[src/rtl/uart_rx_frame_pkg.sv]
// Shared UART definitions: frame FSM state encodings and default frame geometry.
// The optional parity stage is selected with the UART_RX_PARITY_EN macro.
package uart_rx_frame_pkg;

  localparam int DEF_DATA_BITS  = 8;
  localparam int DEF_OVERSAMPLE = 16;

  typedef enum logic [2:0] {
    ST_IDLE,
    ST_START,
    ST_DATA,
    ST_PARITY,
    ST_STOP,
    ST_WAIT_HIGH
  } rx_state_e;

endpackage

[src/rtl/uart_rx_frame_if.sv]
// Receive-side UART bus: oversampling tick and serial line in, byte strobes out.
interface uart_rx_frame_if
  import uart_rx_frame_pkg::*;
#(
  parameter int DATA_BITS = DEF_DATA_BITS
);
  logic                 tick;
  logic                 rx;
  logic [DATA_BITS-1:0] data;
  logic                 valid;
  logic                 frame_err;
  logic                 parity_err;
  logic                 busy;

  modport master (input tick, rx, output data, valid, frame_err, parity_err, busy);
  modport slave  (output tick, rx, input data, valid, frame_err, parity_err, busy);
endinterface

[src/rtl/uart_sync2.sv]
// Generic two-flop synchronizer for an asynchronous single-bit input.
// RESET_VAL sets the value both flops take while rst is low.
module uart_sync2 #(
  parameter logic RESET_VAL = 1'b0
) (
  input  logic clk,
  input  logic rst,
  input  logic d_i,
  output logic q_o
);
  logic meta_q;
  logic sync_q;

  always_ff @(posedge clk or negedge rst) begin
    if (!rst) begin
      meta_q <= RESET_VAL;
      sync_q <= RESET_VAL;
    end else begin
      meta_q <= d_i;
      sync_q <= meta_q;
    end
  end

  assign q_o = sync_q;
endmodule

[src/rtl/uart_rx_frame.sv]
// UART receive framer: mid-bit sampling of 8N1 frames, LSB first, one-cycle result strobes.
// Define UART_RX_PARITY_EN to add an even-parity bit between the payload and the stop bit.
module uart_rx_frame
  import uart_rx_frame_pkg::*;
#(
  parameter int DATA_BITS  = DEF_DATA_BITS,
  parameter int OVERSAMPLE = DEF_OVERSAMPLE
) (
  input logic             clk,
  input logic             rst,
  uart_rx_frame_if.master bus
);
  localparam int CW = $clog2(OVERSAMPLE);
  localparam int BW = $clog2(DATA_BITS);
  localparam logic [CW-1:0] CNT_HALF = CW'(OVERSAMPLE/2 - 2);
  localparam logic [CW-1:0] CNT_FULL = CW'(OVERSAMPLE - 1);
  localparam logic [BW-1:0] BIT_LAST = BW'(DATA_BITS - 1);

  logic rxs;
  logic rxs_prev_q;
  rx_state_e state_q, state_d;
  logic [CW-1:0]        cnt_q, cnt_d;
  logic [BW-1:0]        bit_q, bit_d;
  logic [DATA_BITS-1:0] shift_q, shift_d;
  logic [DATA_BITS-1:0] data_q, data_d;
  logic valid_q, valid_d;
  logic ferr_q, ferr_d;
`ifdef UART_RX_PARITY_EN
  logic perr_q, perr_d;
  logic par_bad_q, par_bad_d;
`endif

  uart_sync2 #(.RESET_VAL(1'b1)) u_sync (
    .clk (clk),
    .rst (rst),
    .d_i (bus.rx),
    .q_o (rxs)
  );

  always_comb begin
    state_d = state_q;
    cnt_d   = cnt_q;
    bit_d   = bit_q;
    shift_d = shift_q;
    data_d  = data_q;
    valid_d = 1'b0;
    ferr_d  = 1'b0;
`ifdef UART_RX_PARITY_EN
    perr_d    = 1'b0;
    par_bad_d = par_bad_q;
`endif
    if (bus.tick) cnt_d = cnt_q + 1'b1;

    unique case (state_q)
      ST_IDLE: begin
        cnt_d = '0;
        // Edge detect runs every clk so the start bit is caught as early as possible.
        if (rxs_prev_q && !rxs) begin
          state_d = ST_START;
          bit_d   = '0;
        end
      end
      ST_START: begin
        if (bus.tick && cnt_q == CNT_HALF) state_d = rxs ? ST_IDLE : ST_DATA;
      end
      ST_DATA: begin
        if (bus.tick && cnt_q == CNT_FULL) begin
          shift_d = {rxs, shift_q[DATA_BITS-1:1]};
          bit_d   = bit_q + 1'b1;
          cnt_d   = '0;
`ifdef UART_RX_PARITY_EN
          if (bit_q == BIT_LAST) state_d = ST_PARITY;
`else
          if (bit_q == BIT_LAST) state_d = ST_STOP;
`endif
        end
      end
`ifdef UART_RX_PARITY_EN
      ST_PARITY: begin
        if (bus.tick && cnt_q == CNT_FULL) begin
          par_bad_d = rxs ^ (^shift_q);
          state_d   = ST_STOP;
        end
      end
`endif
      ST_STOP: begin
        if (bus.tick && cnt_q == CNT_FULL) begin
          data_d = shift_q;
`ifdef UART_RX_PARITY_EN
          perr_d = par_bad_q;
`endif
          if (rxs) begin
`ifdef UART_RX_PARITY_EN
            valid_d = !par_bad_q;
`else
            valid_d = 1'b1;
`endif
            state_d = ST_IDLE;
          end else begin
            ferr_d  = 1'b1;
            state_d = ST_WAIT_HIGH;
          end
        end
      end
      ST_WAIT_HIGH: begin
        if (rxs) state_d = ST_IDLE;
      end
      default: state_d = ST_IDLE;
    endcase

    if (state_d != state_q) cnt_d = '0;
  end

  always_ff @(posedge clk or negedge rst) begin
    if (!rst) begin
      rxs_prev_q <= 1'b1;
      state_q    <= ST_IDLE;
      cnt_q      <= '0;
      bit_q      <= '0;
      shift_q    <= '0;
      data_q     <= '0;
      valid_q    <= 1'b0;
      ferr_q     <= 1'b0;
`ifdef UART_RX_PARITY_EN
      perr_q     <= 1'b0;
      par_bad_q  <= 1'b0;
`endif
    end else begin
      rxs_prev_q <= rxs;
      state_q    <= state_d;
      cnt_q      <= cnt_d;
      bit_q      <= bit_d;
      shift_q    <= shift_d;
      data_q     <= data_d;
      valid_q    <= valid_d;
      ferr_q     <= ferr_d;
`ifdef UART_RX_PARITY_EN
      perr_q     <= perr_d;
      par_bad_q  <= par_bad_d;
`endif
    end
  end

  assign bus.data      = data_q;
  assign bus.valid     = valid_q;
  assign bus.frame_err = ferr_q;
  assign bus.busy      = (state_q != ST_IDLE);
`ifdef UART_RX_PARITY_EN
  assign bus.parity_err = perr_q;
`else
  assign bus.parity_err = 1'b0;
`endif
endmodule

[src/flat_wrapper.sv]
// flat-port wrapper written by rule: the top's interface ports become plain ports
module uart_rx_frame_flat import uart_rx_frame_pkg::*;
#(
  parameter int DATA_BITS  = DEF_DATA_BITS,
  parameter int OVERSAMPLE = DEF_OVERSAMPLE
)
  (clk, rst, bus_tick, bus_rx, bus_data, bus_valid, bus_frame_err, bus_parity_err, bus_busy);
  uart_rx_frame_if #(.DATA_BITS(DATA_BITS)) bus_i ();
  input logic clk;
  input logic rst;
  input wire logic [$bits(bus_i.tick)-1:0] bus_tick;
  input wire logic [$bits(bus_i.rx)-1:0] bus_rx;
  output wire logic [$bits(bus_i.data)-1:0] bus_data;
  output wire logic [$bits(bus_i.valid)-1:0] bus_valid;
  output wire logic [$bits(bus_i.frame_err)-1:0] bus_frame_err;
  output wire logic [$bits(bus_i.parity_err)-1:0] bus_parity_err;
  output wire logic [$bits(bus_i.busy)-1:0] bus_busy;
  assign bus_i.tick = bus_tick;
  assign bus_i.rx = bus_rx;
  assign bus_data = bus_i.data;
  assign bus_valid = bus_i.valid;
  assign bus_frame_err = bus_i.frame_err;
  assign bus_parity_err = bus_i.parity_err;
  assign bus_busy = bus_i.busy;
  uart_rx_frame #(.DATA_BITS(DATA_BITS), .OVERSAMPLE(OVERSAMPLE)) u_core (.clk(clk), .rst(rst), .bus(bus_i));
endmodule
[config.mk]
export PLATFORM = sky130hd
export DESIGN_NAME = uart_rx_frame_flat
export DESIGN_NICKNAME = d
export VERILOG_FILES = /design/src/rtl/uart_rx_frame_pkg.sv /design/src/rtl/uart_rx_frame_if.sv /design/src/rtl/uart_sync2.sv /design/src/rtl/uart_rx_frame.sv /design/src/flat_wrapper.sv
export SDC_FILE = /design/constraint.sdc
export NUM_CORES = 1
export LEC_CHECK = 0
export CORE_MARGIN = 2
export CORE_UTILIZATION = 49
export CTS_CLUSTER_SIZE = 24
export DETAILED_ROUTE_END_ITERATION = 10
export GPL_ROUTABILITY_DRIVEN = 0
export PLACE_DENSITY = 0.78
export SKIP_CTS_REPAIR_TIMING = 1
export SLEW_MARGIN = 40
export SYNTH_ARGS = -nofsm -noshare
export SYNTH_HDL_FRONTEND = slang
export SYNTH_SLANG_ARGS = --single-unit
[constraint.sdc]
create_clock -name clk -period 1.75 [get_ports clk]
set_clock_uncertainty 0.15 [all_clocks]
set_input_delay 0.2625 -clock clk [delete_from_list [all_inputs] [get_ports clk]]
set_output_delay 0.2625 -clock clk [all_outputs]
set_load 0.005 [all_outputs]
# Yosys cells after proc, flatten, opt, wreduce, memory -nomap -nowiden
# Cells that the tools add are included.
# W data, S select, Z words.
[totals] reg_bits=31
[op_classes] n_eq_ne=10 add_sub_neg=2 muxes=22 n_reduce_logical=10
[ops] cell="$mux W3" n=9
[ops] cell="$pmux W3 S5" n=1
[ops] cell="$mux W4" n=3
[ops] cell="$eq A3 B3 Y1 const B" n=3
[ops] cell="$pmux W4 S2" n=1
[ops] cell="$mux W1" n=6
[ops] cell="$pmux W3 S2" n=1
[ops] cell="$add A4 B1 Y4 const B" n=1
[ops] cell="$eq A4 B3 Y1 const B" n=1
[ops] cell="$eq A4 B4 Y1 const B" n=1
[ops] cell="$ne A2 B1 Y1 const B" n=2
[ops] cell="$reduce_and A2 Y1" n=2
[ops] cell="$add A3 B1 Y3 const B" n=1
[ops] cell="$eq A3 B1 Y1 const B" n=1
[ops] cell="$eq A3 B2 Y1 const B" n=1
[ops] cell="$logic_and A1 B1 Y1" n=3
[ops] cell="$logic_not A3 Y1" n=1
[ops] cell="$ne A3 B3 Y1" n=1
[ops] cell="$reduce_and A3 Y1" n=1
[ops] cell="$reduce_bool A3 Y1" n=1
[ops] cell="$mux W2" n=1
[ops] cell="$reduce_bool A2 Y1" n=1
[ops] cell="$logic_not A1 Y1" n=1

# Logic depth before layout (Yosys ltp)
# Gate-level depths: netlist of the first run.
[logic_depth] word_depth=6 mapped_depth=5

# Cells and area by module
# From an unflattened synthesis of the first run, not the netlist that was laid out.
[hier_totals] hier_cells=116 hier_area_um2=1457.6
[by_module_without_submodules] mod="uart_rx_frame" n_inst=1 area_each_um2=1405.1 cells_each=114
[by_module_without_submodules] mod="uart_sync2" n_inst=1 area_each_um2=52.6 cells_each=2

# Least setup slack after synthesis of the first run
# No wires, ideal clock.
[synth_timing] kind="register to register" start="register u_core.cnt_q[0]" end="register u_core.data_q[0], in the netlist u_core.bus.data[0]" path_slack_ps=56 stages_incl_launch_ff=6 t_arrival_ps=1419 required_time_ps=1475 period_less_slack_ps=1694 cell_sequence="dfrtp_1 > ha_1 > and4_1 > buf_6 > nand4_4 > mux2_2"
[synth_via] elab_chain_cells=3
[synth_lines] item="start: declaration" line_no="uart_rx_frame.sv:22" source="logic [CW-1:0] cnt_q, cnt_d;"
[synth_lines] item="start signal: assignment" line_no="uart_rx_frame.sv:131" source="cnt_q <= cnt_d;"
[synth_lines] item="$eq A4 B4 Y1" line_no="uart_rx_frame.sv:87" source="if (bus.tick && cnt_q == CNT_FULL) begin"
[synth_lines] item="$logic_and A1 B1 Y1" line_no="uart_rx_frame.sv:87"
[synth_lines] item="$reduce_and A2 Y1 (no line)"
[synth_lines] item="end signal: assignment" line_no="uart_rx_frame.sv:134" source="data_q <= data_d;"
[synth_lines] item="end: declaration" line_no="uart_rx_frame.sv:25" source="logic [DATA_BITS-1:0] data_q, data_d;"
# No other way between the ends.
# A chain may end at the register's enable or synchronous reset.

# Worst setup path after layout of the first run
[layout_timing] start="register u_core.cnt_q[0]" end="register u_core.state_q[1]"
[layout_via] elab_chain_cells=4 elab_cells_between_ends=8 classes_between="eq/ne: 2; mux: 4; reduce/logical: 2"
[layout_lines] item="$eq A4 B4 Y1 / $eq A4 B3 Y1 (equally long branches)" line_no="uart_rx_frame.sv:67, uart_rx_frame.sv:87, uart_rx_frame.sv:64"
[layout_lines] item="$logic_and A1 B1 Y1, on equally long branches" line_no="uart_rx_frame.sv:67, uart_rx_frame.sv:87, uart_rx_frame.sv:64"
[layout_lines] item="$mux W3, on equally long branches" line_no="uart_rx_frame.sv:87, uart_rx_frame.sv:64, uart_rx_frame.sv:67"
[layout_lines] item="$pmux W3 S5 *" line_no="uart_rx_frame.sv:54" source="unique case (state_q)"
[layout_lines] item="net u_core.state_d[1]" line_no="uart_rx_frame.sv:21" source="rx_state_e state_q, state_d;"
[layout_lines] item="end signal: assignment" line_no="uart_rx_frame.sv:130" source="state_q <= state_d;"
[layout_lines] item="end: declaration" line_no="uart_rx_frame.sv:21"
# Mark *: on every way through the listed nets, which the timed path passes. The rest lies on a longest branch.

==> results of run 1 <==
==> where the power goes <==
part	total, mW	switching (mW)	internal [mW]
Clock	0.407	0.252	0.155
Combinational	0.429	0.190	0.239
Sequential	0.923	0.0889	0.834
Total	1.76	0.531	1.23
==> stage by stage <==
step	instances	cell area, µm²	hold WS, ps
floorplan	99	1370	-183
global placement	155	1620	196
detailed placement	155	1620	199
CTS	163	1670	150
global route	163	1700	157
finish	163	1700	145
==> cells by family (layout without fill, tap and decap cells) <==
kind of cell	after synthesis	in the layout	synth area share
AOI/OAI and AO/OA	12	12	0.0731
xor gates and xnor gates	4	4	0.0256
adders and majority gates	4	4	0.0366
buffers and inverters	8	41	0.0411
DFF	31	31	0.569
muxes	17	17	0.140
other	1	1	0.00274
and+or+nand+nor	22	22	0.112
==> registers in the layout, indices dropped and copies added, names as in the netlist <==
register              flops
u_core.state_q            3
u_core.shift_q            8
u_core.cnt_q              4
u_core.bit_q              3
u_core.u_sync.meta_q      1
u_core.bus.valid          1
u_core.rxs_prev_q         1
u_core.bus.data           8
u_core.bus.frame_err      1
u_core.u_sync.q_o         1
==> cells in the final DEF (no fill, tap or decap), types with 2 or more instances in the layout <==
| cell type | Yosys | final |
|---|---|---|
| dfrtp_1 | 28 | 28 |
| mux2_2 | 17 | 17 |
| buf_4 | 1 | 15 |
| clkdlybuf4s50_1 | 0 | 13 |
| nor2_1 | 5 | 5 |
| clkbuf_4 | 0 | 5 |
| inv_1 | 4 | 4 |
| ha_1 | 4 | 4 |
| xor2_1 | 3 | 3 |
| nor3_1 | 3 | 3 |
| dfstp_2 | 3 | 3 |
| nand2b_1 | 2 | 2 |
| nand2_1 | 2 | 2 |
| a22o_1 | 2 | 2 |
==> per-layer routing <==
metal / track usage / up-vias
li1: - / 420
met1: 0.216 / 460
met2: 0.276 / 15
met3: 0.0737 / 4
met4: 0.0864 / 0
met5: 0 / -
==> critical path: stages (launching register included) <==
cell,delay (ps)
dfrtp_1,390
ha_1,240
and4_2,310
buf_4,150
a211o_2,320
a21oi_1,140
==> cells in the mapped netlist (2+ instances only) <==
cell	n	area, µm²
nor3_1	3	15.0
a22o_1	2	17.5
dfrtp_1	28	701
dfstp_2	3	78.8
ha_1	4	50.1
xor2_1	3	26.3
mux2_2	17	191
nand2b_1	2	12.5
buf_6	3	33.8
nor2_1	5	18.8
inv_1	4	15.0
nand2_1	2	7.51
==> worst paths after layout <==
kind	to	slack [ps]	depth (start not counted)
max	u_core.state_q[1]	5	5
min	u_core.state_q[1]	150	2
max reg2reg	u_core.state_q[1]	5	5
min reg2reg	u_core.u_sync.q_o	210	0
max in group asynchronous	u_core.u_sync.meta_q	980	2
min in group clk	u_core.u_sync.meta_q	180	1
==> layout make-up <==
class                      instances  area share
sequential                        31       0.458
multi-input combinational         60       0.329
timing repair buffer              29       0.150
clock buffer                       6      0.0243
tap                               31      0.0228
inverter                           4     0.00882
clock inverter                     2     0.00735
==> summary.txt, run 1 <==
Yosys
  • Cells after synthesis: 99
  • Sequential-to-total area share from yosys stat: 0.569
  • EDFF count, synth: 0
  • Mapped cell area: 1370 µm²
  • Synth async-reset ratio: 1.00
  • Main synth FF type: dfrtp_1
  • Mapped Nets: 107
  • Syn Area/Cell: 13.8 µm²
  • Synthesis Warnings: 0
  • Distinct cells, synth: 35
  • Yosys reg bits: 31

Power
  • Pwr Density: 1030 nW/µm²
  • Static Leak: 0.803 nW
  • VDD IR max: 0.000857 V
  • Pwr Total: 1.76 mW

Clock network
  • Root Buffer: clkbuf_4
  • CTS tree: built
  • Longest Clk Path Bufs: 2
  • CTS H-tree depth: 2
  • Worst skew pair latency: 340 ps
  • Worst-path clk slew: 100 ps
  • CTS buffer count: 5
  • Sink Count: 31

Die
  • Die Wd: 56.9 µm
  • FP Rows: 19
  • Starting Density: 0.505
  • Die Y: 56.9 µm
  • Core outline area: 2710 µm²
  • Die Area: 3230 µm²
  • I/O pins: 16

Cells and area
  • Diode count: 0
  • Nets: 139
  • Area growth from synthesis to layout: 24.3%
  • Layout cells sized above 1: 0.386
  • Fillers: 220
  • Multi-input logic area: 559 µm²
  • FF/Latch Area: 779 µm²
  • Final core utilization: 0.628

Hold path
  • Hold crit path type: input pin to async pin

Route
  • Via count: 899
  • Number of DRC markers in iteration 0: 32
  • Wirelength, routed: 2450 µm
  • Post-route ant nets: 0
  • Wire per inst: 15.0 µm
  • DR pass1 iterations: 4
  • Vias per cell: 5.52
  • Met2 WL post-DR: 1220 µm
  • Met1 WL: 1090 µm
  • Highest routed layer: met4
  • DRC: 0
  • Met3 Wirelength: 102 µm

Placement
  • Pre-CTS setup slack: -222 ps
  • Number of port buffers: 14
  • Detailed Place HPWL: 1700 µm

STA
  • RSZ-0062 raised after global routing: yes
  • Tcrit/Tclk final: 0.997
  • Max Slew Vio Count: 0
  • Tmin final: 1750 ps
  • Setup tns final: 0 ps
  • Max Clock Freq: 573 MHz
  • Final Hold Viols: 0
  • Final Worst Setup Slack: 4.81 ps
  • Final setup fails: 0

Global route
  • First-pass GRT wire length: 4280 µm
  • Pin count of the biggest net entering global routing: 32
  • Initial antenna violation count: 0
  • Grt ovf: 0
  • Vias in the first global route: 946
  • Tot GR Track Use: 0.179

Worst setup path
  • Crit. End Element: flop
  • CP Class: flop to flop
  • CP arrival: 1870 ps
  • CP startpoint: u_core.cnt_q[0]
  • CP max FO: 5
  • RR Startpoint: u_core.cnt_q[0]
  • Req. time, crit path: 1870 ps
  • Startpoint type of the worst setup path: flop

Run
  • MaxCap Viol Count: 0

Outcome
  • Status: completed
Note: power is estimated with default switching activity, not from simulation.
==> run 2, diff against run 1 <==
--- a/config.mk
+++ b/config.mk
@@ -11,6 +11,7 @@
 export DETAILED_ROUTE_END_ITERATION = 10
 export GPL_ROUTABILITY_DRIVEN = 0
 export PLACE_DENSITY = 0.78
+export REMOVE_ABC_BUFFERS = 1
 export SKIP_CTS_REPAIR_TIMING = 1
 export SLEW_MARGIN = 40
 export SYNTH_ARGS = -nofsm -noshare
==> run 2 against run 1 <==
Compared with the run above:
- die area unchanged
- critical path depth is 1 lower
- critical endpoint is now u_core.bus.data[0]
- highest routed layer unchanged
- clock power is 42% higher
- utilization rose by 1.8 points
==> summary.txt, run 2 (synthesized netlist as in run 1, its figures left out) <==
Worst setup path
  • CP arrival: 1750 ps
  • Slowest stage delay, CP: 380 ps
  • CP max FO: 9
  • CP Class: flop to flop
  • Cell Chain, Critical Path: ha_1 > and4_4 > nand4_4 > mux2_2
  • Startpoint type of the worst setup path: flop
  • FF-to-FF path depth: 4
  • RR Startpoint: u_core.cnt_q[0]
  • Req. time, crit path: 1820 ps
  • Reg2reg end: u_core.bus.data[0]
  • FF-to-FF setup slack: 70 ps
  • Crit. End Element: flop
  • Worst path slowest cell: dfrtp_1
  • CP startpoint: u_core.cnt_q[0]

STA
  • Tcrit/Tclk final: 0.962
  • Final setup fails: 0
  • RSZ-0062 raised after global routing: yes
  • Max Slew Vio Count: 0
  • Final Hold Viols: 0
  • Tmin final: 1680 ps
  • Max Clock Freq: 594 MHz
  • WHS: 161 ps

Global route
  • Most used routing layer in global routing: met2
  • Met3 Use GR: 0.0783
  • Grt ovf: 0
  • Initial antenna violation count: 0
  • Pin count of the biggest net entering global routing: 32
  • Grt met2 use: 0.289
  • Vias in the first global route: 990
  • First-pass GRT wire length: 4330 µm
  • Tot GR Track Use: 0.179
  • Routing usage on met1: 0.212

Cells and area
  • Cell area after layout: 1750 µm²
  • Commonest non-fill, non-tap cells in the layout: dfrtp_1 (28), mux2_2 (17), buf_4 (17)
  • Diode count: 0
  • Area growth from synthesis to layout: 27.8%
  • Layout cells sized above 1: 0.422
  • Nets: 142
  • Most common cell after layout, fill and taps aside: dfrtp_1
  • Fillers: 213

Die
  • FP Rows: 19
  • Die Area: 3230 µm²
  • Core outline area: 2710 µm²
  • Starting Density: 0.505
  • Die Wd: 56.9 µm
  • I/O pins: 16
  • Die Y: 56.9 µm

Placement
  • Placed Area: 1610 µm²
  • Detailed Place HPWL: 1720 µm
  • Number of port buffers: 14

Route
  • Post-route ant nets: 0
  • Vias per cell: 5.46
  • Number of DRC markers in iteration 0: 8
  • Via count: 907
  • Wirelength, routed: 2420 µm
  • DR pass1 iterations: 4
  • Wire per inst: 14.6 µm
  • DRC: 0

Power
  • Static Leak: 0.837 nW
  • VDD IR max: 0.000913 V
  • Pwr Density: 1120 nW/µm²

Clock network
  • CTS H-tree depth: 2
  • Worst skew pair latency: 330 ps
  • Longest Clk Path Bufs: 2
  • CTS buffer count: 5
  • CTS tree: built
  • Worst-path clk slew: 90 ps
  • Root Buffer: clkbuf_4
  • Sink Count: 31

Outcome
  • Status: completed

Run
  • MaxCap Viol Count: 0

Hold path
  • Hold crit path type: input pin to async pin
## run 2: how the worst max path moves through the flow
stage                                     to  depth (start not counted)
after detailed placement  u_core.bus.data[3]                          4
final                     u_core.bus.data[0]                          4
after global placement    u_core.bus.data[6]                          4
after global routing         u_core.cnt_q[3]                          5
after CTS                           bus_busy                          2
after floorplan            u_core.shift_q[6]                          4
## run 2: cell type report
| cell class | instances | area [µm²] | area share |
|---|---|---|---|
| Inverter | 4 | 15.0 | 0.00858 |
| Sequential cell | 31 | 779 | 0.446 |
| Multi-Input combinational cell | 60 | 548 | 0.313 |
| Tap cell | 31 | 38.8 | 0.0222 |
| Clock buffer | 6 | 51.3 | 0.0293 |
| Timing Repair Buffer | 32 | 282 | 0.161 |
| Clock inverter | 2 | 35.0 | 0.0200 |
## run 2: metrics by stage
stage	util	power [mW]	TNS, ps	std cells	setup slack, ps
after floorplan	-	1.16	0	95	68.4
after global placement	0.595	1.30	-1840	154	-119
after detailed placement	0.595	1.34	-2560	154	-164
after CTS	0.627	1.92	-396	162	-266
after global routing	0.645	2.08	-12.6	166	-8.67
final	0.645	1.96	0	166	66.0
## run 2: worst max-delay path, delay by kind of cell, from the launching register on
family / cells / cell delay [ps]
multiplexers: 1 / 330
adder cells (fa/ha/maj): 1 / 220
AND/OR/NAND/NOR: 2 / 490
flip-flops: 1 / 380
## run 2: power breakdown
part / switching (mW) / internal (mW) / total (mW)
logic: 0.189 / 0.262 / 0.451
clock network: 0.242 / 0.337 / 0.579
registers: 0.0938 / 0.834 / 0.928
## run 2: layer usage
metal,up-vias,routed length [µm]
li1,426,-
met1,461,1060
met2,16,1210
met3,4,115
met4,0,30
met5,-,0
